**config.mk**
```make
export PLATFORM = sky130hd
export DESIGN_NAME = cdb_arbiter_flat
export DESIGN_NICKNAME = d
export VERILOG_FILES = /design/src/rtl/cdb_arbiter_if.sv /design/src/rtl/cdb_arbiter.sv /design/src/flat_wrapper.sv
export SDC_FILE = /design/constraint.sdc
export NUM_CORES = 1
export LEC_CHECK = 0
export ABC_AREA = 1
export CAP_MARGIN = 40
export CORE_MARGIN = 2
export CORE_UTILIZATION = 55
export CTS_BUF_LIST = sky130_fd_sc_hd__clkbuf_2 sky130_fd_sc_hd__clkbuf_4 sky130_fd_sc_hd__clkbuf_8
export DETAILED_ROUTE_END_ITERATION = 10
export PLACE_DENSITY = 0.82
export SYNTH_ARGS = -nofsm -noshare
export SYNTH_HDL_FRONTEND = slang
export SYNTH_SLANG_ARGS = --single-unit
export TNS_END_PERCENT = 100
```
**constraint.sdc**
```tcl
create_clock -name clk_in -period 8.6 [get_ports clk_in]
set_clock_uncertainty 0.05 [all_clocks]
set_input_delay 1.72 -clock clk_in [delete_from_list [all_inputs] [get_ports clk_in]]
set_output_delay 1.72 -clock clk_in [all_outputs]
set_load 0.05 [all_outputs]
```
**src/rtl/cdb_arbiter_if.sv**
```systemverilog
// rtl/cdb_arbiter_if.sv - result bus bundle between ALU/LSB producers, the arbiter and the ROB
//
// Purpose: groups the ALU result port, the LSB load-data port, the shared
// completion (cdb) port and the sticky drop flag into one bundle.
// Port summary:
//   alu_valid/alu_tag/alu_op/alu_rd/alu_wdata/alu_jump -> arbiter, alu_ready <- arbiter
//   lsb_valid/lsb_tag/lsb_wdata                        -> arbiter, lsb_ready <- arbiter
//   cdb_valid/cdb_src/cdb_tag/cdb_op/cdb_rd/cdb_wdata/cdb_jump <- arbiter (to ROB)
//   err_drop                                           <- arbiter (sticky)
// Modports: master = producer/consumer side, slave = arbiter side.
interface cdb_arbiter_if #(
  parameter int ROB_WIDTH = 4
);
  logic                 alu_valid;
  logic [ROB_WIDTH-1:0] alu_tag;
  logic [2:0]           alu_op;
  logic [4:0]           alu_rd;
  logic [31:0]          alu_wdata;
  logic [31:0]          alu_jump;
  logic                 alu_ready;

  logic                 lsb_valid;
  logic [ROB_WIDTH-1:0] lsb_tag;
  logic [31:0]          lsb_wdata;
  logic                 lsb_ready;

  logic                 cdb_valid;
  logic                 cdb_src;
  logic [ROB_WIDTH-1:0] cdb_tag;
  logic [2:0]           cdb_op;
  logic [4:0]           cdb_rd;
  logic [31:0]          cdb_wdata;
  logic [31:0]          cdb_jump;

  logic                 err_drop;

  modport master (
    output alu_valid, alu_tag, alu_op, alu_rd, alu_wdata, alu_jump,
    input  alu_ready,
    output lsb_valid, lsb_tag, lsb_wdata,
    input  lsb_ready,
    input  cdb_valid, cdb_src, cdb_tag, cdb_op, cdb_rd, cdb_wdata, cdb_jump,
    input  err_drop
  );

  modport slave (
    input  alu_valid, alu_tag, alu_op, alu_rd, alu_wdata, alu_jump,
    output alu_ready,
    input  lsb_valid, lsb_tag, lsb_wdata,
    output lsb_ready,
    output cdb_valid, cdb_src, cdb_tag, cdb_op, cdb_rd, cdb_wdata, cdb_jump,
    output err_drop
  );
endinterface

```
**src/rtl/cdb_arbiter.sv**
```systemverilog
// rtl/cdb_arbiter.sv - round-robin writeback arbiter sharing the ROB completion port
//
// Purpose: buffers ALU and LSB results in one 2-entry FIFO per source and
// drives one registered result per cycle onto the cdb, alternating between
// sources under contention. clear flushes every buffered result.
// Port summary:
//   clk_in  - clock
//   rst_in  - synchronous active-high reset (also clears err_drop)
//   rdy_in  - global enable; low freezes all state
//   clear   - pipeline flush; like reset except err_drop is kept
//   bus     - cdb_arbiter_if.slave: ALU/LSB inputs with ready, cdb outputs, err_drop
module cdb_arbiter #(
  parameter int ROB_WIDTH = 4
) (
  input  logic          clk_in,
  input  logic          rst_in,
  input  logic          rdy_in,
  input  logic          clear,
  cdb_arbiter_if.slave  bus
);

  localparam logic [2:0] OP_LOAD = 3'd3;

  typedef struct packed {
    logic [ROB_WIDTH-1:0] tag;
    logic [2:0]           op;
    logic [4:0]           rd;
    logic [31:0]          wdata;
    logic [31:0]          jump;
  } alu_ent_t;

  typedef struct packed {
    logic [ROB_WIDTH-1:0] tag;
    logic [31:0]          wdata;
  } lsb_ent_t;

  // FIFO storage (no reset needed: occupancy is tracked by the counts)
  alu_ent_t             alu_mem_q [2];
  lsb_ent_t             lsb_mem_q [2];

  logic                 alu_wp_q, alu_wp_d, alu_rp_q, alu_rp_d;
  logic [1:0]           alu_cnt_q, alu_cnt_d;
  logic                 lsb_wp_q, lsb_wp_d, lsb_rp_q, lsb_rp_d;
  logic [1:0]           lsb_cnt_q, lsb_cnt_d;

  // 0 = ALU granted last, 1 = LSB granted last
  logic                 last_grant_q, last_grant_d;
  logic                 err_q, err_d;

  logic                 cdb_valid_q, cdb_valid_d;
  logic                 cdb_src_q, cdb_src_d;
  logic [ROB_WIDTH-1:0] cdb_tag_q, cdb_tag_d;
  logic [2:0]           cdb_op_q, cdb_op_d;
  logic [4:0]           cdb_rd_q, cdb_rd_d;
  logic [31:0]          cdb_wdata_q, cdb_wdata_d;
  logic [31:0]          cdb_jump_q, cdb_jump_d;

  logic                 alu_ready_c, lsb_ready_c;
  logic                 alu_push, lsb_push;
  logic                 alu_ne, lsb_ne;
  logic                 grant_alu, grant_lsb;
  alu_ent_t             alu_head;
  lsb_ent_t             lsb_head;

  assign alu_ready_c = (alu_cnt_q < 2'd2) & ~clear;
  assign lsb_ready_c = (lsb_cnt_q < 2'd2) & ~clear;

  // Ready already includes ~clear, so a push never coincides with a flush.
  assign alu_push = bus.alu_valid & alu_ready_c;
  assign lsb_push = bus.lsb_valid & lsb_ready_c;

  // Grant uses pre-push counts, so a freshly pushed entry is never bypassed.
  assign alu_ne    = (alu_cnt_q != 2'd0);
  assign lsb_ne    = (lsb_cnt_q != 2'd0);
  assign grant_alu = alu_ne & (~lsb_ne | last_grant_q);
  assign grant_lsb = lsb_ne & (~alu_ne | ~last_grant_q);

  assign alu_head = alu_mem_q[alu_rp_q];
  assign lsb_head = lsb_mem_q[lsb_rp_q];

  always_comb begin
    alu_wp_d     = alu_wp_q;
    alu_rp_d     = alu_rp_q;
    alu_cnt_d    = alu_cnt_q;
    lsb_wp_d     = lsb_wp_q;
    lsb_rp_d     = lsb_rp_q;
    lsb_cnt_d    = lsb_cnt_q;
    last_grant_d = last_grant_q;
    err_d        = err_q;
    cdb_valid_d  = cdb_valid_q;
    cdb_src_d    = cdb_src_q;
    cdb_tag_d    = cdb_tag_q;
    cdb_op_d     = cdb_op_q;
    cdb_rd_d     = cdb_rd_q;
    cdb_wdata_d  = cdb_wdata_q;
    cdb_jump_d   = cdb_jump_q;

    if (rdy_in) begin
      if (clear) begin
        // Flush: offered results are discarded silently, err_drop survives.
        alu_wp_d     = 1'b0;
        alu_rp_d     = 1'b0;
        alu_cnt_d    = 2'd0;
        lsb_wp_d     = 1'b0;
        lsb_rp_d     = 1'b0;
        lsb_cnt_d    = 2'd0;
        last_grant_d = 1'b1;
        cdb_valid_d  = 1'b0;
      end else begin
        if ((bus.alu_valid & ~alu_ready_c) | (bus.lsb_valid & ~lsb_ready_c)) begin
          err_d = 1'b1;
        end

        if (alu_push) begin
          alu_wp_d = alu_wp_q + 1'b1;
        end
        if (lsb_push) begin
          lsb_wp_d = lsb_wp_q + 1'b1;
        end

        alu_cnt_d = alu_cnt_q + 2'(alu_push) - 2'(grant_alu);
        lsb_cnt_d = lsb_cnt_q + 2'(lsb_push) - 2'(grant_lsb);

        if (grant_alu) begin
          alu_rp_d     = alu_rp_q + 1'b1;
          last_grant_d = 1'b0;
          cdb_valid_d  = 1'b1;
          cdb_src_d    = 1'b0;
          cdb_tag_d    = alu_head.tag;
          cdb_op_d     = alu_head.op;
          cdb_rd_d     = alu_head.rd;
          cdb_wdata_d  = alu_head.wdata;
          cdb_jump_d   = alu_head.jump;
        end else if (grant_lsb) begin
          // Loads always complete as LOAD with no destination/redirect fields.
          lsb_rp_d     = lsb_rp_q + 1'b1;
          last_grant_d = 1'b1;
          cdb_valid_d  = 1'b1;
          cdb_src_d    = 1'b1;
          cdb_tag_d    = lsb_head.tag;
          cdb_op_d     = OP_LOAD;
          cdb_rd_d     = 5'd0;
          cdb_wdata_d  = lsb_head.wdata;
          cdb_jump_d   = 32'd0;
        end else begin
          cdb_valid_d  = 1'b0;
        end
      end
    end
  end

  always_ff @(posedge clk_in) begin
    if (rst_in) begin
      alu_wp_q     <= 1'b0;
      alu_rp_q     <= 1'b0;
      alu_cnt_q    <= 2'd0;
      lsb_wp_q     <= 1'b0;
      lsb_rp_q     <= 1'b0;
      lsb_cnt_q    <= 2'd0;
      last_grant_q <= 1'b1;
      err_q        <= 1'b0;
      cdb_valid_q  <= 1'b0;
      cdb_src_q    <= 1'b0;
      cdb_tag_q    <= '0;
      cdb_op_q     <= 3'd0;
      cdb_rd_q     <= 5'd0;
      cdb_wdata_q  <= 32'd0;
      cdb_jump_q   <= 32'd0;
    end else begin
      alu_wp_q     <= alu_wp_d;
      alu_rp_q     <= alu_rp_d;
      alu_cnt_q    <= alu_cnt_d;
      lsb_wp_q     <= lsb_wp_d;
      lsb_rp_q     <= lsb_rp_d;
      lsb_cnt_q    <= lsb_cnt_d;
      last_grant_q <= last_grant_d;
      err_q        <= err_d;
      cdb_valid_q  <= cdb_valid_d;
      cdb_src_q    <= cdb_src_d;
      cdb_tag_q    <= cdb_tag_d;
      cdb_op_q     <= cdb_op_d;
      cdb_rd_q     <= cdb_rd_d;
      cdb_wdata_q  <= cdb_wdata_d;
      cdb_jump_q   <= cdb_jump_d;
    end
  end

  always_ff @(posedge clk_in) begin
    if (!rst_in && rdy_in && alu_push) begin
      alu_mem_q[alu_wp_q] <= '{tag: bus.alu_tag, op: bus.alu_op, rd: bus.alu_rd,
                               wdata: bus.alu_wdata, jump: bus.alu_jump};
    end
    if (!rst_in && rdy_in && lsb_push) begin
      lsb_mem_q[lsb_wp_q] <= '{tag: bus.lsb_tag, wdata: bus.lsb_wdata};
    end
  end

  assign bus.alu_ready = alu_ready_c;
  assign bus.lsb_ready = lsb_ready_c;
  assign bus.cdb_valid = cdb_valid_q;
  assign bus.cdb_src   = cdb_src_q;
  assign bus.cdb_tag   = cdb_tag_q;
  assign bus.cdb_op    = cdb_op_q;
  assign bus.cdb_rd    = cdb_rd_q;
  assign bus.cdb_wdata = cdb_wdata_q;
  assign bus.cdb_jump  = cdb_jump_q;
  assign bus.err_drop  = err_q;

endmodule

```
**src/flat_wrapper.sv**
```systemverilog
// flat-port wrapper written by rule: the top's interface ports become plain ports
module cdb_arbiter_flat 
#(
  parameter int ROB_WIDTH = 4
)
  (clk_in, rst_in, rdy_in, clear, bus_alu_valid, bus_alu_tag, bus_alu_op, bus_alu_rd, bus_alu_wdata, bus_alu_jump, bus_alu_ready, bus_lsb_valid, bus_lsb_tag, bus_lsb_wdata, bus_lsb_ready, bus_cdb_valid, bus_cdb_src, bus_cdb_tag, bus_cdb_op, bus_cdb_rd, bus_cdb_wdata, bus_cdb_jump, bus_err_drop);
  cdb_arbiter_if #(.ROB_WIDTH(ROB_WIDTH)) bus_i ();
  input  logic clk_in;
  input  logic rst_in;
  input  logic rdy_in;
  input  logic clear;
  input wire logic [$bits(bus_i.alu_valid)-1:0] bus_alu_valid;
  input wire logic [$bits(bus_i.alu_tag)-1:0] bus_alu_tag;
  input wire logic [$bits(bus_i.alu_op)-1:0] bus_alu_op;
  input wire logic [$bits(bus_i.alu_rd)-1:0] bus_alu_rd;
  input wire logic [$bits(bus_i.alu_wdata)-1:0] bus_alu_wdata;
  input wire logic [$bits(bus_i.alu_jump)-1:0] bus_alu_jump;
  output wire logic [$bits(bus_i.alu_ready)-1:0] bus_alu_ready;
  input wire logic [$bits(bus_i.lsb_valid)-1:0] bus_lsb_valid;
  input wire logic [$bits(bus_i.lsb_tag)-1:0] bus_lsb_tag;
  input wire logic [$bits(bus_i.lsb_wdata)-1:0] bus_lsb_wdata;
  output wire logic [$bits(bus_i.lsb_ready)-1:0] bus_lsb_ready;
  output wire logic [$bits(bus_i.cdb_valid)-1:0] bus_cdb_valid;
  output wire logic [$bits(bus_i.cdb_src)-1:0] bus_cdb_src;
  output wire logic [$bits(bus_i.cdb_tag)-1:0] bus_cdb_tag;
  output wire logic [$bits(bus_i.cdb_op)-1:0] bus_cdb_op;
  output wire logic [$bits(bus_i.cdb_rd)-1:0] bus_cdb_rd;
  output wire logic [$bits(bus_i.cdb_wdata)-1:0] bus_cdb_wdata;
  output wire logic [$bits(bus_i.cdb_jump)-1:0] bus_cdb_jump;
  output wire logic [$bits(bus_i.err_drop)-1:0] bus_err_drop;
  assign bus_i.alu_valid = bus_alu_valid;
  assign bus_i.alu_tag = bus_alu_tag;
  assign bus_i.alu_op = bus_alu_op;
  assign bus_i.alu_rd = bus_alu_rd;
  assign bus_i.alu_wdata = bus_alu_wdata;
  assign bus_i.alu_jump = bus_alu_jump;
  assign bus_alu_ready = bus_i.alu_ready;
  assign bus_i.lsb_valid = bus_lsb_valid;
  assign bus_i.lsb_tag = bus_lsb_tag;
  assign bus_i.lsb_wdata = bus_lsb_wdata;
  assign bus_lsb_ready = bus_i.lsb_ready;
  assign bus_cdb_valid = bus_i.cdb_valid;
  assign bus_cdb_src = bus_i.cdb_src;
  assign bus_cdb_tag = bus_i.cdb_tag;
  assign bus_cdb_op = bus_i.cdb_op;
  assign bus_cdb_rd = bus_i.cdb_rd;
  assign bus_cdb_wdata = bus_i.cdb_wdata;
  assign bus_cdb_jump = bus_i.cdb_jump;
  assign bus_err_drop = bus_i.err_drop;
  cdb_arbiter #(.ROB_WIDTH(ROB_WIDTH)) u_core (.clk_in(clk_in), .rst_in(rst_in), .rdy_in(rdy_in), .clear(clear), .bus(bus_i));
endmodule
```
== After elaboration in Yosys (flattened, before gate mapping) ==
Memory sizes are Yosys's and may differ from the RTL's. A register that Yosys moved wholly into a read port is not among the register bits.
Cells that the tools add are included.
Cells by class
  add/subtract/negate cells: 8
  $lt $le $gt $ge: 2
  eq/ne operators: 1
  multiplexer cells: 35
  bitwise logic cells: 17
  reduce and logical (&&, ||, !) cells: 19
Operators by type and width (count)
  $mux W32: 4
  $mux W1: 23
  $reduce_bool A2 Y1: 7
  $mux W5: 2
  $reduce_and A3 Y1: 3
  $and A1 B1 Y1: 8
  $mux W4: 2
  $reduce_and A2 Y1: 4
  $mux W3: 2
  $not A1 Y1: 6
  $add A1 B1 Y1 const B: 4
  $add A2 B1 Y2: 2
  $lt A2 B2 Y1 const B: 2
  $mux W2: 2
  $sub A2 B1 Y2: 2
  $logic_and A1 B1 Y1: 3
  $or A1 B1 Y1: 3
  $reduce_bool A3 Y1: 1
  $ne A2 B2 Y1 const B: 1
  $logic_not A1 Y1: 1
Storage, ports and cells
  bits in registers: 88
  memory bits (writable): 224
  output and inout bits: 81
  memories kept: 2
Memories
  u_core.alu_mem_q: depth 2, width 76, read ports 1, clocked after Yosys merged registers in 1, write ports 1, line cdb_arbiter.sv:38  | alu_ent_t alu_mem_q [2];
  u_core.lsb_mem_q: depth 2, width 36, read ports 1, clocked after Yosys merged registers in 1, write ports 1, line cdb_arbiter.sv:39  | lsb_ent_t lsb_mem_q [2];

== Depth between registers and ports, before layout ==
  depth after elaboration: 9
  depth in mapped cells: 10
  depth with buffers taken out: 10

== Least setup slack after synthesis ==
No wires, ideal clock.
  kind: input -> register
  start point: input clear
  end point: memory u_core.alu_mem_q[0][0] (netlist name), enable pin
  arrival: 7.839 ns
  required time: 7.946 ns
  path slack: 0.107 ns
  stages on the path: 5
  buffers on the path: 0
  cell sequence: nor2_1 > nand2_1 > inv_1 > nand2_1 > nor3_1
On the way
  longest elaborated chain between the ends: 6
Ends and longest elaborated chain
  start, declared: line flat_wrapper.sv:11  | input logic clear;
  $not A1 Y1: line cdb_arbiter.sv:65  | assign alu_ready_c = (alu_cnt_q < 2'd2) & ~clear;
  $and A1 B1 Y1: line cdb_arbiter.sv:65
  $and A1 B1 Y1: line cdb_arbiter.sv:69  | assign alu_push = bus.alu_valid & alu_ready_c;
  $logic_and A1 B1 Y1: line cdb_arbiter.sv:189  | if (!rst_in && rdy_in && alu_push) begin
  $mux W1: line cdb_arbiter.sv:189
  $mux W1 (implied by the code): line cdb_arbiter.sv:190  | alu_mem_q[alu_wp_q] <= '{tag: bus.alu_tag, op: bus.alu_op, rd: bus.alu_rd,
  end, declared: line cdb_arbiter.sv:38
Every way passes these cells.

== Final worst setup path ==
  start point: input clear
  end point: output bus_lsb_ready
On the way
  longest elaborated chain between the ends: 2
Ends and longest elaborated chain
  $not A1 Y1: line cdb_arbiter.sv:66  | assign lsb_ready_c = (lsb_cnt_q < 2'd2) & ~clear;
  $and A1 B1 Y1: line cdb_arbiter.sv:66
  end, declared: line flat_wrapper.sv:22  | output wire logic [$bits(bus_i.lsb_ready)-1:0] bus_lsb_ready;
Every way passes these cells.

==> flow_summary.ini <==
[power]
p_leak_nw = 5.66
peakVddDrop_mv = 0.119
powerDensity_mw_per_mm2 = 205

[finish]
fillerInstances = 1456
drive_gt1_share_pct = 10.1
final_nets = 1361
areaGrowthSynthToFinish_pct = 26.8
seq_area_mm2 = 0.00853
final_util_pct = 71.6
multi_input_area_mm2 = 0.00256

[sta]
hold_ws_ns = 0.401
fin_crit_sh_pct = 59.3
setup_tns_ns = 0
rsz0062_at_grt = no
drv_slew = 0
fmaxAchievable_mhz = 196
worst_pin_slew_ns = 0.827
setup_viol = 0
hold_viol_final = 0
max-slew-margin-rel_pct = 44.9
timing.final.crit_period_ns = 5.10

[setup_path]
required_ns = 6.83
regToRegStartpoint = u_core.lsb_cnt_q[1]
critPathCaptureType = primary output
r2r_setup_slack_ns = 6.32
startpoint_type = input port
critPathKind = in -> out
critPathArrivalTime_ns = 3.33
worstRegToRegCells = 8
r2r-end = u_core.bus.cdb_wdata[16]
cp_max_fo = 6

[hold_path]
holdCritStartpoint = u_core.alu_rp_q
hp-class = reg -> reg
hold_depth = 2

[grt]
grt_start_max_net_pins = 84
global_route.overflow_total = 0
grt_pass1_vias = 7945
grt_pass1_wl_um = 40100
grt.total_usage_pct = 23.0
antenna_found_initial = 0

[placement]
portBuffers = 198
dpl.hpwl_um = 15900
gp_congestion = 0.775

[die]
rows = 53
start_util_pct = 56.5
dieHeight_um = 151
die_w_um = 151
io_pins = 199
core_area_mm2 = 0.0212
die_area_mm2 = 0.0229

[logic_synthesis]
synth_edf_count = 224
ys_seq_area_share_pct = 71.4
syn-num-nets = 1155
synth_flop_cell = edfxtp_1
ys_ff_latch = 314
synth_cells = 1034
syn_area_mm2 = 0.0119
yosys_warnings = 0
async_flop_share_pct = 0
ys_types = 28
synth_area_per_cell_um2 = 11.6

[clock_network]
htreeDepth = 2
cts.sinks = 314
cts_tree = built
cts_setup_buffers = 0
clockRootBuffer = clkbuf_8
cts_hold_buf = 0
path_clk_slew_ns = 0.05
cts_buffer_depth = 3
post_cts_resized = 0
clk_latency_ns = 0.56
cts_buffers = 49

[outcome]
status = complete, no violations

[drt]
drc_errors = 0
first_pass_iters = 5
wl_per_cell_um = 17.1
vias = 8069
postRouteWirelength_um = 26600
ant_nets = 0
first_iter_violations = 560
viasPerCell = 5.19

[job]
drv_cap = 0
worst max path at each step:
stage	end	depth (start not counted)	from	slack, ns
finish	bus_lsb_ready	3	clear	3.50
global route	bus_lsb_ready	3	clear	3.46
CTS	bus_lsb_ready	3	clear	3.49
detailed placement	bus_lsb_ready	3	clear	3.50
global placement	bus_lsb_ready	3	clear	3.54
floorplan	u_core.alu_mem_q[0][0]	5	clear	0.11
synth_stat cells, types with 2 or more instances:
master	instances	area share, %
nand2_1	238	7.5
edfxtp_1	224	56
inv_1	146	4.6
dfxtp_1	90	15
o21ai_0	82	3.4
o211ai_1	65	4.1
a21oi_1	51	2.1
nand3_1	40	1.7
buf_2	20	0.84
clkbuf_1	20	0.63
mux2_2	9	0.85
inv_2	7	0.22
nor2_1	7	0.22
buf_4	6	0.38
buf_6	6	0.57
buf_1	4	0.13
nor3_1	4	0.17
ha_1	3	0.31
mux2i_1	2	0.17
o21ai_1	2	0.084
kinds of logic after synthesis:
group,after synthesis,synth area share [%]
and+or+nand+nor,293,9.95
DFF,314,71.4
adders and majority gates,3,0.314
xor gates and xnor gates,2,0.147
muxes,11,1.02
AOI/OAI and AO/OA,201,9.81
buffers and inverters,210,7.39
per-layer routing:
layer | share of wire (%) | GRT usage, % | routed length, um | vias to the layer above
li1 | - | - | - | 3916
met1 | 40 | 27.8 | 10600 | 3833
met2 | 51 | 40.5 | 13600 | 275
met3 | 6.4 | 5.33 | 1700 | 45
met4 | 2.4 | 8.13 | 625 | 0
met5 | 0 | 0 | 0 | -
worst max-delay path, cell delays in order:
cell	delay (ns)
clkdlybuf4s50_1	0.58
nor2_1	0.20
clkdlybuf4s50_1	0.82
power by group:
group / leakage, nW / internal (mW) / total, mW / switching (mW)
registers: 2.75 / 1.64 / 1.65 / 0.00914
clock network: 0.556 / 0.744 / 1.29 / 0.544
logic: 2.35 / 0.0756 / 0.168 / 0.0926
total: 5.66 / 2.46 / 3.11 / 0.646
placed cells by master (no fill, tap or decap), types with 2 or more instances in the layout:
cell             netlist  routed
a21oi_1               51      51
inv_1                146     146
o21ai_1                2       2
edfxtp_1             224     224
nor2_1                 7       7
ha_1                   3       3
nand2_1              238     238
o21ai_0               82      82
buf_12                 0       2
dfxtp_1               90      88
clkbuf_4               0      28
mux2i_1                2       2
clkdlybuf4s50_1        0     197
inv_2                  7       7
mux2_2                 9       9
nand3_1               40      40
clkinv_1               0       4
nor3_2                 0       4
clkbuf_8               0      56
buf_4                  6      11
o211ai_1              65      65
flip-flops by register name (all words and copies together) (netlist names), 3 cells and up, named ones only:
signal                flops
u_core.bus.cdb_tag        4
u_core.bus.cdb_rd         5
u_core.bus.cdb_jump      32
u_core.bus.cdb_op         3
u_core.lsb_mem_q         72
u_core.alu_mem_q        152
u_core.bus.cdb_wdata     32
final cells by class:
class / instances / share of cell area (%)
clock buffer: 84 / 6.47
inverter: 154 / 3.83
antenna: 1 / 0.0165
clock inverter: 7 / 0.380
sequential: 314 / 56.3
timing repair buffer: 211 / 13.9
tap: 275 / 2.27
multi-input combinational: 510 / 16.9
stage by stage:
step	setup slack, ns	std cells	total power [mW]	cell area [um^2]
final	3.50	1556	3.11	15200
after global routing	3.46	1555	3.21	15200
after CTS	3.49	1555	3.13	15200
after detailed placement	3.50	1464	1.85	14100
after global placement	3.54	1462	1.84	14100
after floorplan	0.107	1034	1.76	11900
Note: power is estimated with default switching activity, not from simulation.
